--- src/rtl/axis_master_unpack.sv ---
// axis_master_unpack: reads a programmed range of wide memory words and streams them
// as MSB-first AXI4-Stream beats through a beat FIFO.
module axis_master_unpack #(
  parameter int VLW_WDT = 256,
  parameter int TDATA_WDT = 64,
  parameter int FIFO_DEPTH = 16,
  parameter int ADDR_WDT = 10,
  parameter int LEN_WDT = 12,
  parameter int TID_WDT = 4
) (
  input  logic                 clk,
  input  logic                 rst_n,
  input  logic                 tx_start,
  input  logic [ADDR_WDT-1:0]  tx_base_addr,
  input  logic [LEN_WDT-1:0]   tx_len,
  input  logic [TID_WDT-1:0]   tx_tid,
  input  logic                 tx_abort,
  output logic                 tx_busy,
  output logic                 tx_done,
  output logic                 tx_aborted,
  output logic                 mem_rd_en,
  output logic [ADDR_WDT-1:0]  mem_addr,
  input  logic [VLW_WDT-1:0]   mem_rd_data,
  output logic [TDATA_WDT-1:0] M_AXIS_TDATA,
  output logic                 M_AXIS_TLAST,
  output logic [TID_WDT-1:0]   M_AXIS_TID,
  output logic                 M_AXIS_TVALID,
  input  logic                 M_AXIS_TREADY
);
  localparam int R = VLW_WDT / TDATA_WDT;
  localparam int CW = $clog2(R + 1);
  localparam int PW = $clog2(FIFO_DEPTH);
  typedef enum logic [2:0] {IDLE, RUN, DRAIN, ABORT, DONE} state_t;
  state_t state;
  logic [ADDR_WDT-1:0] base;
  logic [LEN_WDT-1:0] len, issued;
  logic aborted, inflight, inflight_last, word_last;
  logic [VLW_WDT-1:0] slots;
  logic [CW-1:0] cnt;
  logic [TDATA_WDT:0] fifo [FIFO_DEPTH];
  logic [PW-1:0] wp, rp;
  logic [PW:0] count, count_nxt;
  logic [CW:0] n1;
  logic active, flush, push, pop, rd_en;
  assign active = state == RUN || state == DRAIN;
  assign flush = active && tx_abort;
  assign push = cnt != '0 && !count[PW];
  assign pop = active && !tx_abort && count != '0 && (!M_AXIS_TVALID || M_AXIS_TREADY);
  assign count_nxt = count + (PW+1)'(push) - (PW+1)'(pop);
  // n1 is the unpacker occupancy after this edge; a read issued now lands one cycle later,
  // so it is safe when n1 is 0, or 1 with a guaranteed push next cycle
  assign n1 = (CW+1)'(cnt) - (CW+1)'(push) + (inflight ? (CW+1)'(R) : '0);
  assign rd_en = state == RUN && !tx_abort && issued != len &&
                 (n1 == '0 || (n1 == (CW+1)'(1) && !count_nxt[PW]));
  assign mem_rd_en = rd_en;
  assign mem_addr = base + ADDR_WDT'(issued);
  assign tx_busy = state != IDLE;
  assign tx_done = state == DONE;
  assign tx_aborted = state == DONE && aborted;
  always_ff @(posedge clk or negedge rst_n)
    if (!rst_n) begin
      state <= IDLE;
      base <= '0;
      len <= '0;
      issued <= '0;
      M_AXIS_TID <= '0;
      aborted <= 1'b0;
    end else begin
      case (state)
        IDLE: if (tx_start) begin
          base <= tx_base_addr;
          len <= tx_len;
          M_AXIS_TID <= tx_tid;
          issued <= '0;
          aborted <= 1'b0;
          state <= tx_len == '0 ? DONE : RUN;
        end
        RUN: state <= tx_abort ? ABORT : issued == len && cnt == '0 && !inflight ? DRAIN : RUN;
        DRAIN: state <= tx_abort ? ABORT : M_AXIS_TVALID && M_AXIS_TREADY && M_AXIS_TLAST ? DONE : DRAIN;
        ABORT: if (!M_AXIS_TVALID || M_AXIS_TREADY) begin
          state <= DONE;
          aborted <= 1'b1;
        end
        default: state <= IDLE;
      endcase
      if (rd_en) issued <= issued + LEN_WDT'(1);
    end
  always_ff @(posedge clk or negedge rst_n)
    if (!rst_n) begin
      slots <= '0;
      cnt <= '0;
      word_last <= 1'b0;
      inflight <= 1'b0;
      inflight_last <= 1'b0;
    end else begin
      inflight <= rd_en;
      inflight_last <= issued == len - LEN_WDT'(1);
      if (flush) cnt <= '0;
      else if (inflight) begin
        slots <= mem_rd_data;
        cnt <= CW'(R);
        word_last <= inflight_last;
      end else if (push) begin
        slots <= slots << TDATA_WDT;
        cnt <= cnt - CW'(1);
      end
    end
  always_ff @(posedge clk or negedge rst_n)
    if (!rst_n) begin
      wp <= '0;
      rp <= '0;
      count <= '0;
    end else if (flush) begin
      wp <= '0;
      rp <= '0;
      count <= '0;
    end else begin
      wp <= wp + PW'(push);
      rp <= rp + PW'(pop);
      count <= count_nxt;
    end
  always_ff @(posedge clk)
    if (push && !flush) fifo[wp] <= {word_last && cnt == CW'(1), slots[VLW_WDT-1 -: TDATA_WDT]};
  always_ff @(posedge clk or negedge rst_n)
    if (!rst_n) begin
      M_AXIS_TDATA <= '0;
      M_AXIS_TLAST <= 1'b0;
      M_AXIS_TVALID <= 1'b0;
    end else if (pop) begin
      {M_AXIS_TLAST, M_AXIS_TDATA} <= fifo[rp];
      M_AXIS_TVALID <= 1'b1;
    end else if (M_AXIS_TREADY) M_AXIS_TVALID <= 1'b0;
endmodule
--- config.mk ---
export PLATFORM = sky130hd
export DESIGN_NAME = axis_master_unpack
export DESIGN_NICKNAME = d
export VERILOG_FILES = /design/src/rtl/axis_master_unpack.sv
export SDC_FILE = /design/constraint.sdc
export NUM_CORES = 2
export LEC_CHECK = 0
export ABC_AREA = 1
export BUFFER_PORTS_ARGS = -buffer_cell sky130_fd_sc_hd__buf_2
export CAP_MARGIN = 10
export CELL_PAD_IN_SITES_DETAIL_PLACEMENT = 1
export CELL_PAD_IN_SITES_GLOBAL_PLACEMENT = 2
export CORE_UTILIZATION = 39
export DETAILED_ROUTE_END_ITERATION = 7
export PLACE_DENSITY_LB_ADDON = 0.1
export SKIP_CTS_REPAIR_TIMING = 1
export SYNTH_ARGS = -nofsm -noshare
export SYNTH_HDL_FRONTEND = slang
export SYNTH_SLANG_ARGS = --single-unit
--- constraint.sdc ---
create_clock -name clk -period 6.26 [get_ports clk]
set_clock_uncertainty 0.1 [all_clocks]
set_input_delay 0.313 -clock clk [delete_from_list [all_inputs] [get_ports clk]]
set_output_delay 0.313 -clock clk [all_outputs]
set_load 0.01 [all_outputs]
======== Yosys cells after proc, flatten, opt, wreduce, memory -nomap -nowiden ========
Memories as Yosys holds them, arrays and structs flattened. A register that Yosys moved wholly into a read port is not among the register bits.
Cells that the tools add are included.
cells by class
  add/sub/neg operators ................... 10
  multipliers ............................. 0
  divide/modulo/power cells ............... 0
  magnitude comparators ................... 0
  equal/unequal tests ..................... 11
  shifts and indexed selects .............. 0
  mux-type cells .......................... 27
  bitwise gates (word level) .............. 1
  reductions and logical operators ........ 45
operator list
  kind                                                                   number
  256-bit 2-to-1 mux                                                     2
  12-bit 2-to-1 mux                                                      3
  3-bit 2-to-1 mux                                                       9
  12-bit == test                                                         2
  1-bit logical AND                                                      16
  12-bit by 1-bit adder with 12-bit output (second input constant)       1
  12-bit logical NOT                                                     1
  12-bit != test                                                         1
  3-bit one-hot mux with 4 select lines                                  1
  12-bit by 1-bit subtractor with 12-bit output (second input constant)  1
  10-bit adder                                                           1
  2-bit AND reduction                                                    5
  2-bit nonzero test                                                     5
  3-bit nonzero test                                                     3
  4-bit by 1-bit adder with 4-bit output                                 2
  4-bit 2-to-1 mux                                                       2
  1-bit logical NOT                                                      7
  3-bit by 1-bit == test with 1-bit output (second input constant)       2
  3-bit by 2-bit == test with 1-bit output (second input constant)       2
  3-bit logical NOT                                                      2
  1-bit 2-to-1 mux                                                       6
  5-bit by 1-bit adder with 5-bit output                                 1
  5-bit 2-to-1 mux                                                       1
  5-bit nonzero test                                                     1
  other kinds (13)                                                       17
word-level totals
  register bits after elaboration ......... 318
  bits in latches ......................... 0
  RAM bits ................................ 1040
  ROM bits ................................ 0
  output and inout port bits .............. 84
  memories kept ........................... 1
memory list
  name  depth  width  rd ports  clocked after Yosys merged registers in  wr ports  line  source
  fifo  16     65     1         1                                        1         40    logic [TDATA_WDT:0] fifo [FIFO_DEPTH];

======== Longest topological paths before layout ========
  depth in word-level cells ............... 12
  gate-level depth with buffers ........... 20

======== Worst setup path after synthesis ========
No wires, ideal clock.
  path type ............................... reg2reg
  from .................................... reg cnt[1]
  to ...................................... mem fifo[10][0] (netlist bit), enable pin
  arrival time ............................ 4212 ps
  data required time ...................... 5672 ps
  setup slack ............................. 1459 ps
  stages on the path, launching flop included .. 9
  path buffers ............................ 0
  path through ............................ dfrtp_1 inv_1 ha_1 ha_1 nor2_1 nand2_2 inv_1 nand3_1 nor2_1
between the ends
  cells in the longest elaborated chain, start to end .. 5
RTL lines
  item                                    line  source
  start, declared                         39    logic [CW-1:0] cnt;
  start signal, assigned                  101   cnt <= CW'(R);
  start signal, assigned                  105   cnt <= cnt - CW'(1);
  3-bit nonzero test                      47    assign push = cnt != '0 && !count[PW];
  1-bit logical AND                       47
  1-bit logical AND                       123   if (push && !flush) fifo[wp] <= {word_last && cnt == CW'(1), slots[VLW_WDT-1 -: TDATA_WDT]};
  1-bit 2-to-1 mux                        123
  1-bit 2-to-1 mux (implied by the code)  123
  end, declared                           40
Every way passes these cells.

======== Worst setup path in the final report ========
  from .................................... reg cnt[1]
  to ...................................... out mem_rd_en
between the ends
  cells in the longest elaborated chain, start to end .. 8
  elaborated cells between the ends (all ways) .. 12
  those cells by class .................... 4 x add/sub; 1 x eq/ne; 7 x reduce/logical
RTL lines
  item                                                                                                   line    source
  3-bit nonzero test                                                                                     47
  1-bit logical AND                                                                                      47
  5-bit by 1-bit adder with 5-bit output or 3-bit by 1-bit subtractor with 4-bit output (tied branches)  49, 52
  5-bit by 1-bit subtractor with 5-bit output or 4-bit by 3-bit adder with 4-bit output (tied branches)  49, 52
  1-bit logical NOT or 4-bit by 1-bit == test with 1-bit output (tied branches)                          54      (n1 == '0 || (n1 == (CW+1)'(1) && !count_nxt[PW]));
  1-bit logical AND                                                                                      54
  1-bit logical OR *                                                                                     54
  1-bit logical AND *                                                                                    53      assign rd_en = state == RUN && !tx_abort && issued != len &&
  end, declared                                                                                          21      output logic mem_rd_en,
Every way passes the cells marked *; elsewhere a longest branch is shown, timed or not.

==> reports/qor.txt <==
Status -> complete, no violations
Kind of critical path -> reg -> out
Required @ worst endpoint -> 5.85 ns
Detail Placement HPWL -> 103000 um
Starting Density -> 0.394
Library cells used by synthesis -> 37
Clk Latency, worst-skew pair -> 0.78 ns
Clock tree buffer depth -> 3
Most common cell on crit path -> ha_1
Synth top area share -> 0.529
Synth warn -> 0
Clk sinks -> 1423
Avg Cell Area, Syn -> 11.0 um^2
Iter 0 DRT Violations -> 2623
Nets -> 6229
Htree depth -> 4
Slew margin rel. -> 0.247
Routability congestion estimate -> 0.779
CTS tree -> yes
Max FO, Critical Path -> 14
Initial antenna violation count -> 7
Synth Instances -> 5371
Hold Vio Cnt, Final -> 0
Power density over cell area -> 479 nW/um^2
Worst hold path class -> in -> async
Synthesized area -> 59100 um^2
Register area share after synthesis -> 0.691
CTS clk-pin slew, worst paths -> 0.06 ns
Inserted Clock Buffers -> 159
Crit path max-delay family -> adder cells
Global-route wire length before repair -> 272000 um
Slowest cell on crit path -> inv_1
Setup-failing EPs final -> 0
Synth Register Bits -> 1423
Die Height -> 391 um
Vias in the first global route -> 41700
Max-cap violations -> 0
DRC Markers -> 0
Worst-margin pin slew -> 1.12 ns
Crit path time final -> 5.13 ns
1st-pass router iterations -> 6
PortBufs -> 370
Largest net degree at the start of global routing -> 203
Filler cell count -> 16100
Core footprint -> 150000 um^2
CP cell instances -> inv_1, ha_1, ha_1, nor2_1, ha_1, inv_1, ha_1, fa_1, nor2_1, nand2_1, nor3_1, nand3_1, inv_1, buf_2
Syn-to-layout area delta -> 19.7%
I/O Pins -> 371
Wirelength per Cell -> 23.0 um
Die W -> 391 um
Crit path arrival time -> 4.72 ns
Root buffer cell -> clkbuf_16
Share of layout cells above drive strength 1 -> 0.127
DR vias -> 42000
Period utilization -> 0.820
CP max stage delay -> 0.59 ns
Final Core Density -> 0.471
Tot GR Track Use -> 0.239
Remaining global-route overflow -> 0
Largest area contributor in the netlist -> edfxtp_1
Synth top area cells -> edfxtp_1 (53%), dfrtp_1 (16%), nand2_1 (11%)
Die Footprint -> 153000 um^2
Max Slew Vio Count -> 0
Setup crit end kind -> primary output
Row Count -> 142
Seq. cell area -> 40800 um^2
CP Launch Type -> flip-flop
Area occupied by multi-input gates -> 15900 um^2
Maximum clock rate -> 195 MHz
Vias per inst -> 5.21
Leakage -> 0.0282 uW
RSZ-0062 raised after global routing -> no
Max rail drop VDD -> 0.320 mV
Final WL -> 185000 um
Post-Route Setup TNS -> 0 ns
Number of routed nets with antenna violations -> 0
WP buf/inv -> 4
Net Count, Synth -> 5687
[placed cells by master, fill, tap and decap left out, drive strengths merged, types with 52 or more instances in the layout]
cell type and instances:
o211ai 59, nand2 1744, dlygate4sd3 288, o21ai 212, clkbuf 223, nand3 821, edfxtp 1040, nor2 208
dfrtp 383, a21oi 142, inv 211, a31oi 69, a2bb2oi 65, buf 431, clkinv 52
[metrics by stage]
step	instance area [um^2]	hold WS (ns)	setup WS [ns]	cells	total power, uW
2_1_floorplan	59100	-0.0826	1.46	5371	21000
3_3_place_gp	62600	0.334	1.83	7480	24400
3_5_place_dp	62600	0.354	1.81	7480	24700
4_1_cts	67800	-0.506	0.923	7774	34100
5_1_grt	70700	0.112	0.736	8066	36000
6_report	70700	0.0781	1.13	8068	33900
[worst paths after layout]
check                                endpoint  depth (start not counted)            start  slack (ns)
min in group clk                      base[3]                          4  tx_base_addr[3]        0.17
worst min register to register      word_last                          2    inflight_last        0.36
max in group asynchronous           slots[24]                          3            rst_n        4.50
worst max-delay path                mem_rd_en                         14           cnt[1]        1.13
worst min-delay path            M_AXIS_TID[1]                          2            rst_n        0.08
worst max register to register      issued[1]                         15           cnt[1]        2.20
[cell type report]
cell class / instances / area share
diodes: 6 / 0.000212
clock buffers: 223 / 0.0639
clock inverters: 71 / 0.00948
inverters: 210 / 0.0115
multi-input cells: 3400 / 0.225
flip-flops and latches: 1423 / 0.577
well taps: 2016 / 0.0357
repair buffers: 719 / 0.0767
[power by group]
part           switching [uW]  total [uW]  internal (uW)
Clock                    3850        9340           5490
Combinational            6830        9900           3080
Sequential               1880       14700          12800
[logic make-up (layout without fill, tap and decap cells)]
kind of cell | Yosys count | count (layout) | share of synthesized area
AO/OA/AOI/OAI | 550 | 550 | 0.0598
XOR/XNOR | 29 | 29 | 0.00430
adder cells (fa/ha/maj) | 29 | 29 | 0.00652
buffers and inverters | 548 | 1223 | 0.0419
flip-flops | 1423 | 1423 | 0.691
other | 0 | 6 | 0
AND/OR/NAND/NOR | 2792 | 2792 | 0.197
[flip-flops by register name (all words and copies together), names as in the netlist, 3 cells and up]
register / cells
fifo: 1040
slots: 256
M_AXIS_TDATA: 64
issued: 12
len: 12
base: 10
count: 5
M_AXIS_TID: 4
rp: 4
wp: 4
cnt: 3
state: 3
[cells in the mapped netlist (all sizes together)]
library cell,instances
nor2,208
buf,206
edfxtp,1040
nand2,1744
o21bai,2
o211ai,59
xnor2,9
fa,3
clkbuf,132
nand3,821
nand3b,2
dfrtp,383
nor3,8
a2bb2oi,65
inv,210
ha,26
xor2,20
nand4,7
o21ai,212
a21o,1
a21oi,142
a31oi,69
nor4,2
[per-layer routing]
layer / share of wire / global-route usage
met5: 0.000038 / 0
met4: 0.022 / 0.0647
met3: 0.048 / 0.0486
met2: 0.46 / 0.365
met1: 0.47 / 0.346
(Power assumes the default switching activity.)
